<file path="src/rtl/seq_mult_unit.sv">
// Radix-2 shift-add sequential multiplier with early termination and optional
// two's-complement operation; start/done handshake, product held until next start.
module seq_mult_unit #(
  parameter int WIDTH     = 8,
  parameter bit SIGNED_EN = 1'b1
) (
  input  logic               clk,
  input  logic               rst_n,
  input  logic               start,
  input  logic               signed_op,
  input  logic [WIDTH-1:0]   a,
  input  logic [WIDTH-1:0]   b,
  output logic               busy,
  output logic               done,
  output logic [2*WIDTH-1:0] product
);

  localparam int PW = 2 * WIDTH;
  localparam int IW = $clog2(WIDTH) + 1;

  typedef enum logic [1:0] {S_IDLE, S_CALC, S_FIX, S_DONE} state_t;

  state_t           r_state;
  state_t           w_next;
  logic [WIDTH-1:0] r_mag_a;
  logic [WIDTH-1:0] r_mag_b;
  logic             r_neg;
  logic [PW-1:0]    r_acc;
  logic [PW-1:0]    r_product;
  logic [IW-1:0]    r_idx;

  logic             w_accept;
  logic             w_signed;
  logic             w_a_neg;
  logic             w_b_neg;
  logic [WIDTH-1:0] w_mag_a;
  logic [WIDTH-1:0] w_mag_b;
  logic             w_zero;
  logic [WIDTH-1:0] w_mag_b_shr;
  logic [PW-1:0]    w_addend;

  assign w_accept    = start && ((r_state == S_IDLE) || (r_state == S_DONE));
  assign w_signed    = SIGNED_EN & signed_op;
  assign w_a_neg     = w_signed & a[WIDTH-1];
  assign w_b_neg     = w_signed & b[WIDTH-1];
  // Negating the most-negative value wraps to 2^(WIDTH-1), which is the correct unsigned magnitude.
  assign w_mag_a     = w_a_neg ? (~a + WIDTH'(1)) : a;
  assign w_mag_b     = w_b_neg ? (~b + WIDTH'(1)) : b;
  assign w_zero      = (w_mag_a == '0) || (w_mag_b == '0);
  assign w_mag_b_shr = r_mag_b >> 1;
  assign w_addend    = {{WIDTH{1'b0}}, r_mag_a} << r_idx;

  always_ff @(posedge clk or negedge rst_n) begin
    if (!rst_n) r_state <= S_IDLE;
    else        r_state <= w_next;
  end

  always_comb begin
    w_next = r_state;
    unique case (r_state)
      S_IDLE: if (w_accept) w_next = w_zero ? S_FIX : S_CALC;
      S_CALC: if (w_mag_b_shr == '0) w_next = S_FIX;
      S_FIX:  w_next = S_DONE;
      S_DONE: begin
        if (w_accept) w_next = w_zero ? S_FIX : S_CALC;
        else          w_next = S_IDLE;
      end
      default: w_next = S_IDLE;
    endcase
  end

  always_ff @(posedge clk or negedge rst_n) begin
    if (!rst_n) begin
      r_mag_a   <= '0;
      r_mag_b   <= '0;
      r_neg     <= 1'b0;
      r_acc     <= '0;
      r_idx     <= '0;
      r_product <= '0;
    end else if (w_accept) begin
      r_mag_a   <= w_mag_a;
      r_mag_b   <= w_mag_b;
      r_neg     <= ~w_zero & (w_a_neg ^ w_b_neg);
      r_acc     <= '0;
      r_idx     <= '0;
      r_product <= '0;
    end else if (r_state == S_CALC) begin
      if (r_mag_b[0]) r_acc <= r_acc + w_addend;
      r_mag_b <= w_mag_b_shr;
      r_idx   <= r_idx + IW'(1);
    end else if (r_state == S_FIX) begin
      r_product <= r_neg ? (~r_acc + PW'(1)) : r_acc;
    end
  end

  assign busy    = (r_state == S_CALC) || (r_state == S_FIX);
  assign done    = (r_state == S_DONE);
  assign product = r_product;

endmodule
</file>
<file path="config.mk">
export PLATFORM = sky130hd
export DESIGN_NAME = seq_mult_unit
export DESIGN_NICKNAME = d
export VERILOG_FILES = /design/src/rtl/seq_mult_unit.sv
export SDC_FILE = /design/constraint.sdc
export NUM_CORES = 1
export LEC_CHECK = 0
export BUFFER_PORTS_ARGS = -buffer_cell sky130_fd_sc_hd__buf_2
export CAP_MARGIN = 20
export CORE_UTILIZATION = 49
export CTS_CLUSTER_DIAMETER = 50
export DETAILED_ROUTE_END_ITERATION = 8
export MAX_ROUTING_LAYER = met4
export PLACE_DENSITY = 0.68
export SKIP_LAST_GASP = 1
export SYNTH_ARGS = -nofsm -noshare
export SYNTH_HDL_FRONTEND = slang
export SYNTH_SLANG_ARGS = --single-unit
</file>
<file path="constraint.sdc">
create_clock -name clk -period 4.5 [get_ports clk]
set_input_delay 0.675 -clock clk [delete_from_list [all_inputs] [get_ports clk]]
set_output_delay 0.675 -clock clk [all_outputs]
set_load 0.02 [all_outputs]
</file>
Word-level counts from Yosys, hierarchy flattened
Cells that the tools add are included.
{"block": "word_totals", "reg_bits": 55, "inputBits": 20, "out_inout_bits": 18}
{"block": "op_classes", "n_addsub": 5, "n_eq_ne": 6, "shifts": 1, "n_mux": 18, "bitwise_logic": 8, "n_reduce_logical": 14}
{"cell": "$mux W16", "n": 7}
{"cell": "$mux W8", "n": 4}
{"cell": "$logic_not A8 Y1", "n": 3}
{"cell": "$add A16 B1 Y16 const B", "n": 1}
{"cell": "$add A16 B16 Y16", "n": 1}
{"cell": "$add A8 B1 Y8 const B", "n": 2}
{"cell": "$not A16 Y16", "n": 1}
{"cell": "$not A8 Y8", "n": 2}
{"cell": "$shl A8 B4 Y16", "n": 1}
{"cell": "$mux W2", "n": 4}
{"cell": "$mux W4", "n": 2}
{"cell": "$pmux W2 S4", "n": 1}
{"cell": "$ne A2 B2 Y1 const B", "n": 3}
{"cell": "$reduce_and A2 Y1", "n": 3}
{"cell": "$reduce_bool A2 Y1", "n": 3}
{"cell": "$add A4 B1 Y4 const B", "n": 1}
{"cell": "$eq A2 B2 Y1 const B", "n": 2}
{"cell": "$and A1 B1 Y1", "n": 3}
{"cell": "$logic_or A1 B1 Y1", "n": 3}
{"cell": "$eq A2 B1 Y1 const B", "n": 1}
{"cell": "$logic_not A2 Y1", "n": 1}
{"cell": "$logic_and A1 B1 Y1", "n": 1}
{"cell": "$not A1 Y1", "n": 1}
{"cell": "$xor A1 B1 Y1", "n": 1}

Depth between registers and ports, before layout
Gate-level depths: netlist of run 1.
{"block": "depth", "word_depth": 8, "depth_mapped": 15}

Worst setup path before layout of run 1
No wires, ideal clock.
{"block": "synth_path", "path_type": "reg-to-reg", "from": "register r_idx[0]", "to": "register r_acc[15]", "arrival_time_ns": 3.462, "required_time_ns": 4.371, "path_slack_ns": 0.909, "path_stages_with_launch": 15, "synth_period_minus_slack_ns": 3.591, "cell_sequence": "dfrtp_1 -> clkbuf_1 -> clkbuf_1 -> mux2i_1 -> mux2i_1 -> nand2_1 -> o21ai_0 -> nor2b_1 -> ha_1 -> and3_1 -> a211oi_2 -> o21ai_1 -> a211oi_1 -> nor4_1 -> a2111o_1"}
{"block": "synth_between", "elab_chain_len": 5}
{"item": "start, declared", "line_no": "30", "text": "logic [IW-1:0] r_idx;"}
{"item": "start signal, assigned", "line_no": "90", "text": "r_idx <= r_idx + IW'(1);"}
{"item": "$shl A8 B4 Y16", "line_no": "51", "text": "assign w_addend = {{WIDTH{1'b0}}, r_mag_a} << r_idx;"}
{"item": "$add A16 B16 Y16", "line_no": "88", "text": "if (r_mag_b[0]) r_acc <= r_acc + w_addend;"}
{"item": "$mux W16", "line_no": "88"}
{"item": "$mux W16", "line_no": "87", "text": "end else if (r_state == S_CALC) begin"}
{"item": "$mux W16", "line_no": "80", "text": "end else if (w_accept) begin"}
{"item": "end signal, assigned", "line_no": "88"}
{"item": "end, declared", "line_no": "28", "text": "logic [PW-1:0] r_acc;"}
No other way between the ends. The select of a mux whose other input is x is not followed.
A chain may end at the register's enable or synchronous reset.

Worst setup path after layout of run 1
Same ends and word-level chain as after synthesis.

==> results of run 1 <==
==> power by group <==
group	switching [mW]	internal [mW]	leakage, nW
sequential	0.224	0.680	0.722
combinational	0.999	0.706	1.25
clock	0.162	0.127	0.0484
total	1.39	1.51	2.02
==> routing by layer <==
layer	vias to the layer above	global-route usage, %	wire, um
met2	97	40.7	4390
met1	1649	31.0	4260
met5	-	-	0
met3	12	2.20	351
met4	0	6.03	93
li1	1810	-	-
==> metrics by stage <==
step           hold slack (ns)  setup slack [ns]  util [%]  instances  power, mW
2_1_floorplan            0.379             0.909         -        494       2.20
3_3_place_gp             0.456             0.842      55.3        615       2.58
3_5_place_dp             0.462             0.726      55.3        615       2.63
4_1_cts                  0.485             0.712      56.5        623       2.92
5_1_grt                  0.513             0.404      56.5        623       3.20
6_report                 0.480             0.689      56.5        623       2.90
==> worst min-delay path: cells and delay by family, from the launching register on <==
| kind | cells | cell delay [ns] |
|---|---|---|
| flip-flops | 1 | 0.35 |
| AND/OR/NAND/NOR | 1 | 0.05 |
| AO/OA/AOI/OAI | 1 | 0.05 |
==> synth_stat cells, types with 10 or more instances <==
| library cell | n |
|---|---|
| a21oi_1 | 32 |
| nand3_1 | 10 |
| dfrtp_1 | 55 |
| nor2_1 | 32 |
| mux2i_1 | 19 |
| xor2_1 | 23 |
| o21ai_0 | 50 |
| nor2b_1 | 11 |
| clkbuf_1 | 20 |
| inv_1 | 13 |
| xnor2_1 | 13 |
| ha_1 | 23 |
| nor3_1 | 11 |
| nand2_1 | 83 |
==> cells in the final DEF (no fill, tap or decap), types with 3 or more instances in the layout <==
cell,Yosys,routed
nor3_1,11,11
xor2_1,23,23
nor2b_1,11,10
nand3b_1,3,3
o21ai_1,6,6
o21ai_0,50,50
mux2i_1,19,19
nor4_1,3,3
buf_2,0,37
nand2b_1,4,4
nand2_1,83,83
and3_1,6,6
clkbuf_8,0,6
nand3_1,10,10
a21oi_1,32,32
ha_1,23,23
inv_1,13,13
mux2_2,3,3
xnor2_1,13,13
a21o_1,3,3
o22ai_1,4,4
nor4b_1,3,3
dfrtp_1,55,55
o31ai_1,7,7
or3_1,5,5
o21a_1,3,3
a211oi_1,6,6
buf_4,0,5
nand4_1,4,4
nor2_1,32,32
==> state kept, by name, summed over array words and instances, names as in the netlist <==
register and count:
r_acc 16, r_mag_a 8, product 16, r_neg 1, r_idx 4, r_mag_b 8, r_state 2
==> final cells by class <==
cell class	instances	area, sq um	share of cell area [%]
clock buffer	7	86.3	1.94
clock inverter	1	8.76	0.196
inverter	14	52.6	1.18
multi-input combinational	402	2580	58.0
sequential	55	1380	30.9
tap	102	128	2.86
timing repair buffer	42	223	5.00
==> path summary, 6_finish.rpt <==
check | start | end | slack (ns) | depth (start not counted)
hold / removal | product[1] | product[1] | 0.48 | 2
setup / recovery | r_idx[0] | r_acc[15] | 0.69 | 10
min in group asynchronous | rst_n | product[1] | 0.49 | 2
hold reg to reg | product[1] | product[1] | 0.48 | 2
setup reg to reg | r_idx[0] | r_acc[15] | 0.69 | 10
max in group asynchronous | rst_n | r_acc[13] | 3.54 | 2
==> cells by family after synthesis <==
family | after synthesis | synth area share, %
mux | 24 | 6.57
buf+inv | 37 | 3.39
flops | 55 | 33.6
simple gates | 185 | 21.3
fa+ha+maj | 24 | 7.51
xor+xnor | 36 | 7.70
compound gates | 133 | 19.9
==> results.toml, run 1 <==
[setup_path]
critPathMaxStageDelay_ns = 0.75
cp-end-kind = "flop"
arrival_ns = 4.00
cpMaxStageDelayCell = "dfrtp_1"
cp_max_fo = 15
required_ns = 4.69
path_cells = "mux2_2, o21ai_0, nor3_1, ha_1, and3_1, a211oi_2, o21ai_1, a211oi_1, o31ai_1, a2111o_1"
path_class = "reg -> reg"
critPathLaunchType = "flop"
critPathBufInv = 0
critPathTopFamily = "compound AO/OA/AOI/OAI gates"

[route]
ant_nets = 0
viasPerCell = 5.73
first_pass_iters = 4
routedWlPerCell_um = 14.6
vias = 3568
drt_iter0_markers = 206
drc = 0
finalWirelength_mm = 9.10

[timing]
tns_ns = 0
setup_violations = 0
slew_headroom_pct = 49.9
timing.final.hold_violations = 0
skew_ns = 0.00610
fmaxAchievable_ghz = 0.262
final.period_utilization_pct = 84.7
rsz0062_at_grt = "false"
worstMarginPinSlew_ns = 0.752
slew_viol_final = 0
period_minus_slack_ns = 3.81

[synth]
async_reset_ff_share_pct = 100
synth.avg_cell_area_sq_um = 8.29
synth-seq-area-share_pct = 33.6
yosys_warnings = 0
synthFlopType = "dfrtp_1"
synth_edf_count = 0
synth.area.top_cells = "dfrtp_1 (34%), nand2_1 (7.6%), ha_1 (7.0%)"
synthCells = 494
synth_top_area_share_pct = 33.6
synth-seq-cells = 55
ys_types = 55
netlist_area_sq_mm = 0.00410
syn_nets = 538
synth.largest_area_cell = "dfrtp_1"

[final_layout]
final_layout_size_suffix_gt1_share_pct = 11.9
fin_area_sq_mm = 0.00446
fillers = 751
fin_nets = 564
n_antenna_cell = 0
syn_to_final_growth_pct = 8.83

[clock_tree]
cts_resized = 0
cts_setup_buffers = 0
clock_latency_ns = 0.30
cts_sinks = 55
cts_tree = "yes"
path_clk_slew_ns = 0.10
cts_root_buf = "clkbuf_8"
htree_levels = 2
clock_path_buffers = 2
holdBufCountCts = 0
cts_buffers = 5

[floorplan]
core_area_sq_mm = 0.00789
die-width_um = 93.4
initial_core_util_pct = 51.9
die_h_um = 93.4
die-area_sq_mm = 0.00873
fp-row-count = 32
io-pin-count = 38

[place]
port_buffers = 37
globalplace.congestion = 0.880
place_area_sq_mm = 0.00436
hpwl_mm = 6.96

[flow_run]
drv_cap = 0

[min_path]
holdCritPathClass = "reg -> reg"

[grt]
grtUsageTotal_pct = 24.0
antenna_found_initial = 0
grt_pass1_wl_mm = 16.4
grt_pass1_vias = 3494
grt_max_degree = 56
grt_remaining_overflow = 0

[power]
worst_ir_drop_vdd_uv = 272
leakagePower_nw = 2.02
powerDensity_mw_per_mm2 = 650

[run_status]
outcome = "complete, no violations"
Note: power is estimated with default switching activity, not from simulation.
==> inputs of run 2 (changes only) <==
- ABC_AREA: not set -> 1
- clock period: 4.5 -> 3.85 ns (I/O delays scaled with it)
==> results.toml, run 2 <==
[power]
power.switching_mw = 1.82
seq_power_share_pct = 27.8
powerDensity_mw_per_mm2 = 778
p_total_mw = 3.56
intPower_mw = 1.74
clkPwrFrac_pct = 13.0
worst_ir_drop_vdd_uv = 232
swShare_pct = 51.0
combPwrFrac_pct = 59.2
leakagePower_nw = 2.36

[clock_tree]
cts_root_buf = "clkbuf_8"
cts_buffers = 5
path_clk_slew_ns = 0.11
cts_tree = "yes"
cts_setup_buffers = 0
cts_resized = 0
cts_sinks = 55
clock_latency_ns = 0.31
htree_levels = 2
holdBufCountCts = 0
clock_path_buffers = 2

[timing]
slew_headroom_pct = 44.3
setup_violations = 0
fmaxAchievable_ghz = 0.333
final.period_utilization_pct = 78.0
slew_viol_final = 0
tns_ns = 0
period_minus_slack_ns = 3.00
rsz0062_at_grt = "false"
timing.final.hold_violations = 0
setup_ws_ns = 0.847
skew_ns = 0.00552
worstMarginPinSlew_ns = 0.832

[floorplan]
die-area_sq_mm = 0.00889
fp-row-count = 33
io-pin-count = 38
core_area_sq_mm = 0.00822
die-width_um = 94.3
initial_core_util_pct = 50.8
die_h_um = 94.3

[final_layout]
layout_commonest_cell = "nand2_1"
fin_area_sq_mm = 0.00458
fin_cells = 753
multi_input_area_sq_mm = 0.00244
final_layout_size_suffix_gt1_share_pct = 11.3
syn_to_final_growth_pct = 9.69
register_area_sq_mm = 0.00138
fin_nets = 691
n_antenna_cell = 0
fillers = 826
final_cell_mix = "nand2_1 (169), inv_1 (70), o21ai_0 (58)"

[synth]
synthCells = 614
synthFlopType = "dfrtp_1"
synth_edf_count = 0
ys_types = 43
synth_top_area_share_pct = 33.0
async_reset_ff_share_pct = 100
netlist_top_cells_count = "nand2_1 (169), inv_1 (70), o21ai_0 (58)"
synth-seq-area-share_pct = 33.0
synth_most_common_cell = "nand2_1"
netlist_area_sq_mm = 0.00417
syn_nets = 658
synth-seq-cells = 55
synth.avg_cell_area_sq_um = 6.80
yosys_warnings = 0
synth.area.top_cells = "dfrtp_1 (33%), nand2_1 (15%), o21ai_0 (7.0%)"
synth.largest_area_cell = "dfrtp_1"

[place]
hpwl_mm = 7.98
port_buffers = 37
placedCellCount = 745
place_area_sq_mm = 0.00444
pre_cts_ws_ns = 0.892
globalplace.congestion = 0.908

[flow_run]
drv_cap = 0

[setup_path]
cpMaxStageDelayCell = "dfrtp_1"
path_class = "reg -> reg"
critPathLaunchType = "flop"
crit_top_cell = "nand2_1"
critPathMaxStageDelay_ns = 0.62
cp-end-kind = "flop"
required_ns = 4.05
cp_max_fo = 11
path_cells = "inv_8, nand2_1, nand2_1, o21ai_0, nand2_1, nand2_1, nor2_1, ha_1, nand2_1, nor2_1, nand2_1, nand2_1, nand2_1, o21bai_1, nand2_1, nand2_1, o22ai_1"
arrival_ns = 3.20

[route]
vias = 4070
first_pass_iters = 5
drt_iter0_markers = 264
drc = 0
routedWlPerCell_um = 13.4
ant_nets = 0
finalWirelength_mm = 10.1
viasPerCell = 5.41

[grt]
antenna_found_initial = 0
grt_remaining_overflow = 0
grt_max_degree = 35
grtUsageTotal_pct = 25.1
grt_pass1_wl_mm = 17.2
grt_pass1_vias = 3716

[min_path]
holdCritPathClass = "in -> async"

[run_status]
outcome = "complete, no violations"
run 2: worst max-delay path, delay by kind of cell, from the launching register on:
kind,cells,cell delay [ns]
flip-flops,1,0.62
AO/OA/AOI/OAI,3,0.69
adder cells (fa/ha/maj),1,0.38
AND/OR/NAND/NOR,12,1.12
buffers and inverters,1,0.07
run 2: path summary, 6_finish.rpt:
| path | start | end | slack, ns | cells past startpoint |
|---|---|---|---|---|
| max | r_idx[0] | r_acc[11] | 0.85 | 17 |
| min | rst_n | product[0] | 0.33 | 1 |
| max reg2reg | r_idx[0] | r_acc[11] | 0.85 | 17 |
| min reg2reg | product[6] | product[6] | 0.49 | 2 |
| max in group asynchronous | rst_n | r_idx[3] | 2.75 | 2 |
| min in group clk | product[6] | product[6] | 0.49 | 2 |
run 2: logic make-up after synthesis:
kind of cell,count (synthesis),share of synthesized area [%]
fa+ha+maj,24,7.38
xor+xnor,3,0.630
simple gates,314,32.8
flops,55,33.0
compound gates,130,17.6
buf+inv,88,8.61
run 2: layout make-up:
type | instances | area share, %
multi-input combinational | 471 | 53.3
sequential | 55 | 30.1
inverter | 75 | 6.45
clock inverter | 3 | 1.48
timing repair buffer | 39 | 4.37
clock buffer | 5 | 1.50
tap | 105 | 2.87
run 2: through the flow:
stage / utilization, % / hold slack [ns]
2_1_floorplan: - / 0.282
3_3_place_gp: 54.0 / 0.460
3_5_place_dp: 54.0 / 0.460
4_1_cts: 55.7 / 0.344
5_1_grt: 55.7 / 0.373
6_report: 55.7 / 0.326
run 2: power groups by stage:
stage               clock [mW]  sequential (mW)  combinational [mW]
floorplan                    0             1.01                1.58
global placement             0            0.992                2.07
detailed placement           0            0.999                2.11
CTS                      0.470            0.988                2.11
global route             0.491             1.02                2.42
finish                   0.462            0.989                2.11
run 2: layer usage:
layer	track usage [%]	wire (um)
met1	30.8	4670
met2	44.0	5070
met3	2.83	244
met4	5.90	108
met5	-	0
